<file path="src/rtl/multicycle_ctrl.sv">
// Main control FSM for the multi-cycle RV32I-subset datapath.
// Sequences fetch/decode/execute/memory/writeback, counts retirements, traps illegal encodings.

module multicycle_ctrl #(
   parameter int unsigned CNT_W = 32
) (
   input  logic             clk,
   input  logic             rst_n,
   input  logic [6:0]       opcode,
   input  logic [2:0]       funct3,
   input  logic             funct7_5,
   input  logic             Zero,
   input  logic             mem_ready,
   output logic [3:0]       ALU_control,
   output logic [1:0]       alu_src_a,
   output logic [1:0]       alu_src_b,
   output logic             iord,
   output logic             mem_read,
   output logic             mem_write,
   output logic             ir_write,
   output logic             pc_write,
   output logic             pc_sel,
   output logic             reg_write,
   output logic [1:0]       wb_sel,
   output logic             instr_retired,
   output logic             illegal,
   output logic [CNT_W-1:0] retired_cnt,
   output logic [3:0]       state
);

   localparam int unsigned ST_W = 4;

   localparam logic [6:0] OP_R      = 7'b0110011;
   localparam logic [6:0] OP_I      = 7'b0010011;
   localparam logic [6:0] OP_LOAD   = 7'b0000011;
   localparam logic [6:0] OP_STORE  = 7'b0100011;
   localparam logic [6:0] OP_BRANCH = 7'b1100011;
   localparam logic [6:0] OP_JAL    = 7'b1101111;

   localparam logic [2:0] F3_ADD = 3'b000;
   localparam logic [2:0] F3_AND = 3'b111;
   localparam logic [2:0] F3_OR  = 3'b110;
   localparam logic [2:0] F3_SLT = 3'b010;
   localparam logic [2:0] F3_LSW = 3'b010;
   localparam logic [2:0] F3_BEQ = 3'b000;

   localparam logic [3:0] ALU_ADD = 4'b0010;
   localparam logic [3:0] ALU_SUB = 4'b0110;
   localparam logic [3:0] ALU_AND = 4'b0000;
   localparam logic [3:0] ALU_OR  = 4'b0001;
   localparam logic [3:0] ALU_SLT = 4'b0111;

   localparam logic [1:0] SRCA_PC    = 2'd0;
   localparam logic [1:0] SRCA_RS1   = 2'd1;
   localparam logic [1:0] SRCA_OLDPC = 2'd2;
   localparam logic [1:0] SRCB_RS2   = 2'd0;
   localparam logic [1:0] SRCB_FOUR  = 2'd1;
   localparam logic [1:0] SRCB_IMM   = 2'd2;
   localparam logic [1:0] WB_ALU     = 2'd0;
   localparam logic [1:0] WB_MDR     = 2'd1;
   localparam logic [1:0] WB_PC      = 2'd2;

   typedef enum logic [ST_W-1:0] {
      S_FETCH    = 4'd0,
      S_DECODE   = 4'd1,
      S_EXEC_R   = 4'd2,
      S_EXEC_I   = 4'd3,
      S_ALU_WB   = 4'd4,
      S_MEM_ADDR = 4'd5,
      S_MEM_RD   = 4'd6,
      S_MEM_WB   = 4'd7,
      S_MEM_WR   = 4'd8,
      S_BRANCH   = 4'd9,
      S_JAL      = 4'd10,
      S_ILLEGAL  = 4'd11
   } state_t;

   state_t           r_state;
   state_t           w_next_state;
   logic [CNT_W-1:0] r_cnt;
   logic             r_illegal;

   logic             w_r_legal;
   logic             w_i_legal;
   logic             w_lsw_legal;
   logic [3:0]       w_alu_ctl;
   logic [1:0]       w_src_a;
   logic [1:0]       w_src_b;
   logic             w_iord;
   logic             w_mem_read;
   logic             w_mem_write;
   logic             w_ir_write;
   logic             w_pc_write;
   logic             w_pc_sel;
   logic             w_reg_write;
   logic [1:0]       w_wb_sel;
   logic             w_retire;

   // ALU operation from funct3; sub only selected for R-type with funct7_5 set
   function automatic logic [3:0] f_alu_op(input logic [2:0] f3, input logic sub_en);
      logic [3:0] op;
      op = ALU_ADD;
      case (f3)
         F3_ADD:  op = sub_en ? ALU_SUB : ALU_ADD;
         F3_AND:  op = ALU_AND;
         F3_OR:   op = ALU_OR;
         F3_SLT:  op = ALU_SLT;
         default: op = ALU_ADD;
      endcase
      return op;
   endfunction

   assign w_i_legal   = (funct3 == F3_ADD) || (funct3 == F3_AND) ||
                        (funct3 == F3_OR)  || (funct3 == F3_SLT);
   assign w_r_legal   = (funct3 == F3_ADD) ||
                        (!funct7_5 && ((funct3 == F3_AND) || (funct3 == F3_OR) ||
                                       (funct3 == F3_SLT)));
   assign w_lsw_legal = (funct3 == F3_LSW);

   // State register
   always_ff @(posedge clk) begin
      if (!rst_n) begin
         r_state <= S_FETCH;
      end else begin
         r_state <= w_next_state;
      end
   end

   // Next-state and control decode
   always_comb begin
      w_next_state = r_state;
      w_alu_ctl    = ALU_ADD;
      w_src_a      = SRCA_PC;
      w_src_b      = SRCB_RS2;
      w_iord       = 1'b0;
      w_mem_read   = 1'b0;
      w_mem_write  = 1'b0;
      w_ir_write   = 1'b0;
      w_pc_write   = 1'b0;
      w_pc_sel     = 1'b0;
      w_reg_write  = 1'b0;
      w_wb_sel     = WB_ALU;
      w_retire     = 1'b0;

      case (r_state)
         S_FETCH: begin
            w_iord     = 1'b0;
            w_mem_read = 1'b1;
            w_src_a    = SRCA_PC;
            w_src_b    = SRCB_FOUR;
            if (mem_ready) begin
               w_ir_write   = 1'b1;
               w_pc_write   = 1'b1;
               w_pc_sel     = 1'b0;
               w_next_state = S_DECODE;
            end
         end
         S_DECODE: begin
            w_src_a = SRCA_OLDPC;
            w_src_b = SRCB_IMM;
            case (opcode)
               OP_R:      w_next_state = w_r_legal   ? S_EXEC_R   : S_ILLEGAL;
               OP_I:      w_next_state = w_i_legal   ? S_EXEC_I   : S_ILLEGAL;
               OP_LOAD,
               OP_STORE:  w_next_state = w_lsw_legal ? S_MEM_ADDR : S_ILLEGAL;
               OP_BRANCH: w_next_state = (funct3 == F3_BEQ) ? S_BRANCH : S_ILLEGAL;
               OP_JAL:    w_next_state = S_JAL;
               default:   w_next_state = S_ILLEGAL;
            endcase
         end
         S_EXEC_R: begin
            w_src_a      = SRCA_RS1;
            w_src_b      = SRCB_RS2;
            w_alu_ctl    = f_alu_op(funct3, funct7_5);
            w_next_state = S_ALU_WB;
         end
         S_EXEC_I: begin
            w_src_a      = SRCA_RS1;
            w_src_b      = SRCB_IMM;
            w_alu_ctl    = f_alu_op(funct3, 1'b0);
            w_next_state = S_ALU_WB;
         end
         S_ALU_WB: begin
            w_reg_write  = 1'b1;
            w_wb_sel     = WB_ALU;
            w_retire     = 1'b1;
            w_next_state = S_FETCH;
         end
         S_MEM_ADDR: begin
            w_src_a      = SRCA_RS1;
            w_src_b      = SRCB_IMM;
            w_next_state = (opcode == OP_LOAD) ? S_MEM_RD : S_MEM_WR;
         end
         S_MEM_RD: begin
            w_iord     = 1'b1;
            w_mem_read = 1'b1;
            if (mem_ready) begin
               w_next_state = S_MEM_WB;
            end
         end
         S_MEM_WB: begin
            w_reg_write  = 1'b1;
            w_wb_sel     = WB_MDR;
            w_retire     = 1'b1;
            w_next_state = S_FETCH;
         end
         S_MEM_WR: begin
            w_iord      = 1'b1;
            w_mem_write = 1'b1;
            if (mem_ready) begin
               w_retire     = 1'b1;
               w_next_state = S_FETCH;
            end
         end
         S_BRANCH: begin
            w_src_a      = SRCA_RS1;
            w_src_b      = SRCB_RS2;
            w_alu_ctl    = ALU_SUB;
            w_pc_sel     = 1'b1;
            w_pc_write   = Zero;
            w_retire     = 1'b1;
            w_next_state = S_FETCH;
         end
         S_JAL: begin
            // PC already holds old PC + 4, so it is the link value
            w_pc_write   = 1'b1;
            w_pc_sel     = 1'b1;
            w_reg_write  = 1'b1;
            w_wb_sel     = WB_PC;
            w_retire     = 1'b1;
            w_next_state = S_FETCH;
         end
         S_ILLEGAL: begin
            w_next_state = S_ILLEGAL;
         end
         default: begin
            w_next_state = S_ILLEGAL;
         end
      endcase
   end

   // Retired-instruction counter, wraps naturally
   always_ff @(posedge clk) begin
      if (!rst_n) begin
         r_cnt <= '0;
      end else if (w_retire) begin
         r_cnt <= r_cnt + CNT_W'(1);
      end
   end

   // Sticky trap flag, cleared only by reset
   always_ff @(posedge clk) begin
      if (!rst_n) begin
         r_illegal <= 1'b0;
      end else if (w_next_state == S_ILLEGAL) begin
         r_illegal <= 1'b1;
      end
   end

   // Enables are suppressed during reset so an in-flight access never commits
   assign mem_read      = w_mem_read  & rst_n;
   assign mem_write     = w_mem_write & rst_n;
   assign ir_write      = w_ir_write  & rst_n;
   assign pc_write      = w_pc_write  & rst_n;
   assign reg_write     = w_reg_write & rst_n;
   assign instr_retired = w_retire    & rst_n;

   assign ALU_control = w_alu_ctl;
   assign alu_src_a   = w_src_a;
   assign alu_src_b   = w_src_b;
   assign iord        = w_iord;
   assign pc_sel      = w_pc_sel;
   assign wb_sel      = w_wb_sel;
   assign illegal     = r_illegal;
   assign retired_cnt = r_cnt;
   assign state       = r_state;

endmodule

</file>
<file path="config.mk">
export PLATFORM = sky130hd
export DESIGN_NAME = multicycle_ctrl
export DESIGN_NICKNAME = d
export VERILOG_FILES = /design/src/rtl/multicycle_ctrl.sv
export SDC_FILE = /design/constraint.sdc
export NUM_CORES = 1
export LEC_CHECK = 0
export ABC_AREA = 1
export BUFFER_PORTS_ARGS = -buffer_cell sky130_fd_sc_hd__buf_4
export CAP_MARGIN = 20
export CORE_ASPECT_RATIO = 1.2
export CORE_MARGIN = 2
export CORE_UTILIZATION = 53
export CTS_CLUSTER_DIAMETER = 30
export DETAILED_ROUTE_END_ITERATION = 16
export GPL_TIMING_DRIVEN = 0
export PLACE_DENSITY = 0.85
export SYNTH_ARGS = -nofsm -noshare
export SYNTH_HDL_FRONTEND = slang
export SYNTH_SLANG_ARGS = --single-unit
</file>
<file path="constraint.sdc">
create_clock -name clk -period 2.01 [get_ports clk]
set_clock_uncertainty 0.05 [all_clocks]
set_input_delay 0.402 -clock clk [delete_from_list [all_inputs] [get_ports clk]]
set_output_delay 0.402 -clock clk [all_outputs]
set_load 0.02 [all_outputs]
</file>
==> Yosys cells after proc, flatten, opt, wreduce, memory -nomap -nowiden <==
Cells that the tools add are included.
Widths: inputs -> output; s select.
{ "op_classes": {"mux": 26, "bitwise_logic": 6, "reduce_logical": 19, "eq_ne": 20, "add_sub_neg": 1, "div_mod_pow": 0, "shift": 0, "mul": 0, "order_cmp": 0} }
{ "ops": {"columns": ["cell", "n"], "rows": [
  ["$add 32x1->32 const B", 1],
  ["$mux 4", 7],
  ["$pmux 4 s7", 1],
  ["$pmux 4 s5", 1],
  ["$pmux 3 s3", 2],
  ["$eq 4x3->1 const B", 4],
  ["$eq 4x4->1 const B", 4],
  ["$eq 7x6->1 const B", 2],
  ["$eq 7x7->1 const B", 2],
  ["$pmux 2 s2", 3],
  ["$pmux 3 s4", 1],
  ["$reduce_or 2->1", 5],
  ["$eq 4x2->1 const B", 2],
  ["$reduce_or 4->1", 2],
  ["$eq 7x2->1 const B", 1],
  ["$eq 7x5->1 const B", 1],
  ["$mux 1", 7],
  ["$and 1x1->1", 6],
  ["$eq 3x3->1 const B", 2],
  ["$logic_or 1x1->1", 6],
  ["$reduce_or 3->1", 2],
  ["$eq 4x1->1 const B", 1],
  ["$logic_not 4->1", 1],
  ["$eq 3x2->1 const B", 1],
  ["other kinds (7)", 7]
]} }
{ "word_totals": {"mem_count": 0, "elab_cells": 75, "mem_bits_rw": 0, "reg_bits": 37, "inputBits": 15, "romBits": 0, "latchBits": 0} }

==> Depth between registers and ports, before layout <==
{ "depth": {"word_depth": 9, "ltp_mapped": 12, "ltp_nobuf": 12} }

==> Least setup slack after synthesis <==
Ideal clock, no wire load.
{ "synth_path": {"path_kind": "register to output", "from": "reg r_state[3] (netlist: state[3])", "to": "out instr_retired", "n_path_buf": 2, "path_stages_with_launch": 9, "arrival_time_ns": 1.539, "t_required_ns": 1.558, "path_slack_ns": 0.019, "cell_sequence": "dfxtp_1 nand2_1 nor2_2 nor2_2 nand3_2 buf_4 buf_4 nand2_1 inv_1"} }
{ "synth_via": {"elab_chain_cells": 4, "elab_cells_between_ends": 8, "classes_between": "5 x eq/ne; 1 x mux; 1 x bitwise; 1 x reduce/logical"} }
{ "synth_rtl": {"columns": ["element", "line_no", "source"], "rows": [
  ["from (decl)", "78", "state_t r_state;"],
  ["from (signal assigned)", "125", "r_state <= w_next_state;"],
  ["$eq 4x4->1 or $eq 4x3->1 (tied branches)", "145", "case (r_state)"],
  ["$reduce_or 4->1 (no line)", null, null],
  ["$pmux 1 s2 *", "145", null],
  ["$and 1x1->1 *", "266", "assign instr_retired = w_retire & rst_n;"],
  ["to (decl)", "25", "output logic instr_retired,"]
]} }
Mark *: on every way between the ends. The rest lies on a longest branch, timed or not.

==> Worst setup path in the final report <==
{ "layout_path": {"from": "reg r_state[1] (netlist: state[1])", "to": "out instr_retired"} }
Same word-level chain as after synthesis.

==> flow_summary_export.csv <==
group,metric,value,unit
timing,fin_crit,2010,ps
setup_path,worstPathMaxFanout,19,
logic_synthesis,yosysSeqAreaShare,29.15,%
detailed_routing,remaining_drc_errors,0,
clock_tree,path_clk_slew,70,ps
power_and_ir_drop,ir_worst_vdd,0.4088,mV
timing,setup_tns,-0.3402,ps
floorplanning,ios,70,
power_and_ir_drop,clockPowerShare,27.0,%
clock_tree,cts_tree,"yes",
global_routing,grt_pass1_wl,11370,um
detailed_routing,drt_iter0_drc,260,
global_routing,grt_use_total,27.48,%
logic_synthesis,synth_flop_cell,"dfxtp_1",
timing,hold_viol,0,
clock_tree,cts_htree_levels,2,
timing,fin_ws,-0.3402,ps
clock_tree,clkLatencyLatePin,290,ps
finish,diodes,0,
finish,multi_input_area,1545,sq um
setup_path,crit_arrival,1560,ps
setup_path,end_kind,"primary output",
finish,regArea,753.2,sq um
power_and_ir_drop,switching_share,33.63,%
logic_synthesis,async_reset_ff_share,0,%
floorplanning,core,4594,sq um
floorplanning,initial_utilization,55.31,%
outcome,violations,"setup timing",
finish,syn2layout_area_growth,28.46,%
logic_synthesis,ys_types,42,
detailed_routing,wl_per_cell,13.12,um
global_routing,gr-total-overflow,0,
power_and_ir_drop,p_comb_share,29.0,%
place,portBuffers,68,
logic_synthesis,synth_area,2541,sq um
logic_synthesis,synth_top_cell_by_area,"dfxtp_1",
clock_tree,clock-sinks,37,
setup_path,criticalPathCategory,"reg2out",
clock_tree,hold_buffers,0,
logic_synthesis,synth_warnings,0,
power_and_ir_drop,power_leakage,1.464,nW
finish,fill_cells,407,
timing,max_freq,497.4,MHz
clock_tree,cts-root-buf,"clkbuf_8",
global_routing,antenna_found_initial,0,
floorplanning,rows,27,
timing,rsz0062_at_grt,"yes",
power_and_ir_drop,p_per_area,542.5,nW/um^2
place,place.gp.congestion,0.8571,
run,max_cap_violations,0,
timing,min_period_over_period,100.0,%
logic_synthesis,synth.area.top_cells,"dfxtp_1 29%, nand2_1 15%, inv_1 8.6%, nor2_1 6.8%, nand3_1 5.5%",
place,dpl.cell_count,531,
global_routing,grt_pass1_vias,2648,
power_and_ir_drop,power_frac_seq,44.0,%
floorplanning,die_x,67.21,um
timing,maxSlewViolCount,0,
setup_path,critPathLaunchType,"flip-flop",
clock_tree,clk_path_buf_depth,2,
detailed_routing,via_per_inst,5.445,
worst_hold_path,min_path_type,"reg2reg",
logic_synthesis,syn-num-nets,421,
logic_synthesis,ys_ff_latch,37,
logic_synthesis,synth_top_area_share,29.15,%
finish,final_cells,537,
logic_synthesis,syn_avg_cell_area,6.275,sq um
clock_tree,cts_inserted_buffers,5,
place,dp_hpwl,5395,um
global_routing,grt_max_degree,20,
detailed_routing,ant_nets,0,
logic_synthesis,syn_inst,405,
finish,drive_gt1_share,27.35,%
setup_path,crit_required,1560,ps
outcome,status,"complete, but fails checks",
floorplanning,die-area,5367,sq um
timing,worst_pin_slew,567.7,ps
finish,nets,496,
power_and_ir_drop,power,1.771,mW
logic_synthesis,synth_edf_count,0,
logic_synthesis,yosysMostFrequentCell,"nand2_1",
detailed_routing,vias,2924,
detailed_routing,dr.pass1.iters,5,
detailed_routing,routed_wl,7045,um
timing,relSlewSlack,61.80,%
power_and_ir_drop,p_sw,0.5955,mW
power_and_ir_drop,intPower,1.175,mW
timing,setup_viol,1,
floorplanning,dieHeight,79.85,um
logic_synthesis,synth_commonest_cells,"100 x nand2_1, 58 x inv_1, 46 x nor2_1, 37 x dfxtp_1, 28 x nand3_1",
==> area by class of cell <==
type,instances,area share [%]
well taps,58,2.223
multi-input cells,296,47.34
repair buffers,69,15.87
plain buffers,8,1.993
clock buffers,5,2.108
flip-flops and latches,37,23.07
clock inverters,1,0.1533
inverters,63,7.244
==> registers in the layout, summed over array words and instances (netlist names) <==
| signal | flops |
|---|---|
| retired_cnt | 32 |
| illegal | 1 |
| state | 4 |
==> metal layers <==
| metal | share of wire, % | track usage, % |
|---|---|---|
| met5 | 0 | 0 |
| met4 | 2.2 | 12.04 |
| met3 | 4.9 | 5.078 |
| met2 | 52 | 46.83 |
| met1 | 41 | 32.99 |
==> critical path, stage by stage, from the launching register on <==
cell and delay, ps:
dfxtp_4 370, inv_2 60, nand2_2 100, nor2_4 50
nor2_2 130, nand3_2 140, buf_12 180, nand2_1 60
inv_1 40, buf_4 140
==> power groups by stage <==
stage	Combinational [mW]	Sequential, mW	Clock, mW
finish	0.514	0.779	0.479
CTS	0.498	0.775	0.487
detailed placement	0.470	0.787	0
global route	0.558	0.780	0.523
floorplan	0.273	0.804	0
global placement	0.461	0.787	0
==> cells in the final DEF, fill, tap and decap left out, drive strengths merged, types with 2 or more instances in the layout <==
cell type,synthesis,final
a21oi,30,30
buf,6,73
clkbuf,3,9
dfxtp,37,37
inv,63,63
nand2,107,107
nand3,30,30
nand3b,3,3
nand4,9,9
nor2,53,53
nor3,23,23
nor3b,6,6
o21ai,19,19
o21bai,4,4
xor2,2,2
==> per-stage QoR <==
step	setup WS [ps]	util [%]	hold WS (ps)	cell area, sq um
2_1_floorplan	18.92	-	476.4	2541
3_3_place_gp	-127.5	68.00	409.2	3124
3_5_place_dp	-140.2	68.00	405.8	3124
4_1_cts	-2.533	70.56	418.3	3242
5_1_grt	-89.43	71.05	443.4	3264
6_report	-0.3402	71.05	414.7	3264
==> final timing paths <==
path / startpoint / endpoint / slack, ps / cells after the start
setup reg to reg: retired_cnt[0]$_SDFFE_PN0P_ / retired_cnt[12]$_SDFFE_PN0P_ / 200 / 10
setup / recovery: state[1]$_SDFF_PN0_ / instr_retired / -0.3 / 9
hold reg to reg: retired_cnt[0]$_SDFFE_PN0P_ / retired_cnt[0]$_SDFFE_PN0P_ / 410 / 1
hold / removal: retired_cnt[0]$_SDFFE_PN0P_ / retired_cnt[0]$_SDFFE_PN0P_ / 410 / 1
==> kinds of logic after synthesis <==
group	count (synthesis)	share of synthesized area, %
AO/OA/AOI/OAI	59	13.34
other	1	0.1476
buffers and inverters	72	11.52
flip-flops	37	29.15
AND/OR/NAND/NOR	232	44.31
XOR/XNOR	3	1.034
adder cells (fa/ha/maj)	1	0.4923
==> timing repair <==
| item | 4_1_cts | 5_1_grt |
|---|---|---|
| pin swaps | 0 | 2 |
| resized for setup | 15 | 14 |
| buffers inserted | 1 | 0 |
| endpoints found under the setup margin | 2 | 9 |
Power figures use the tool's default switching activity.
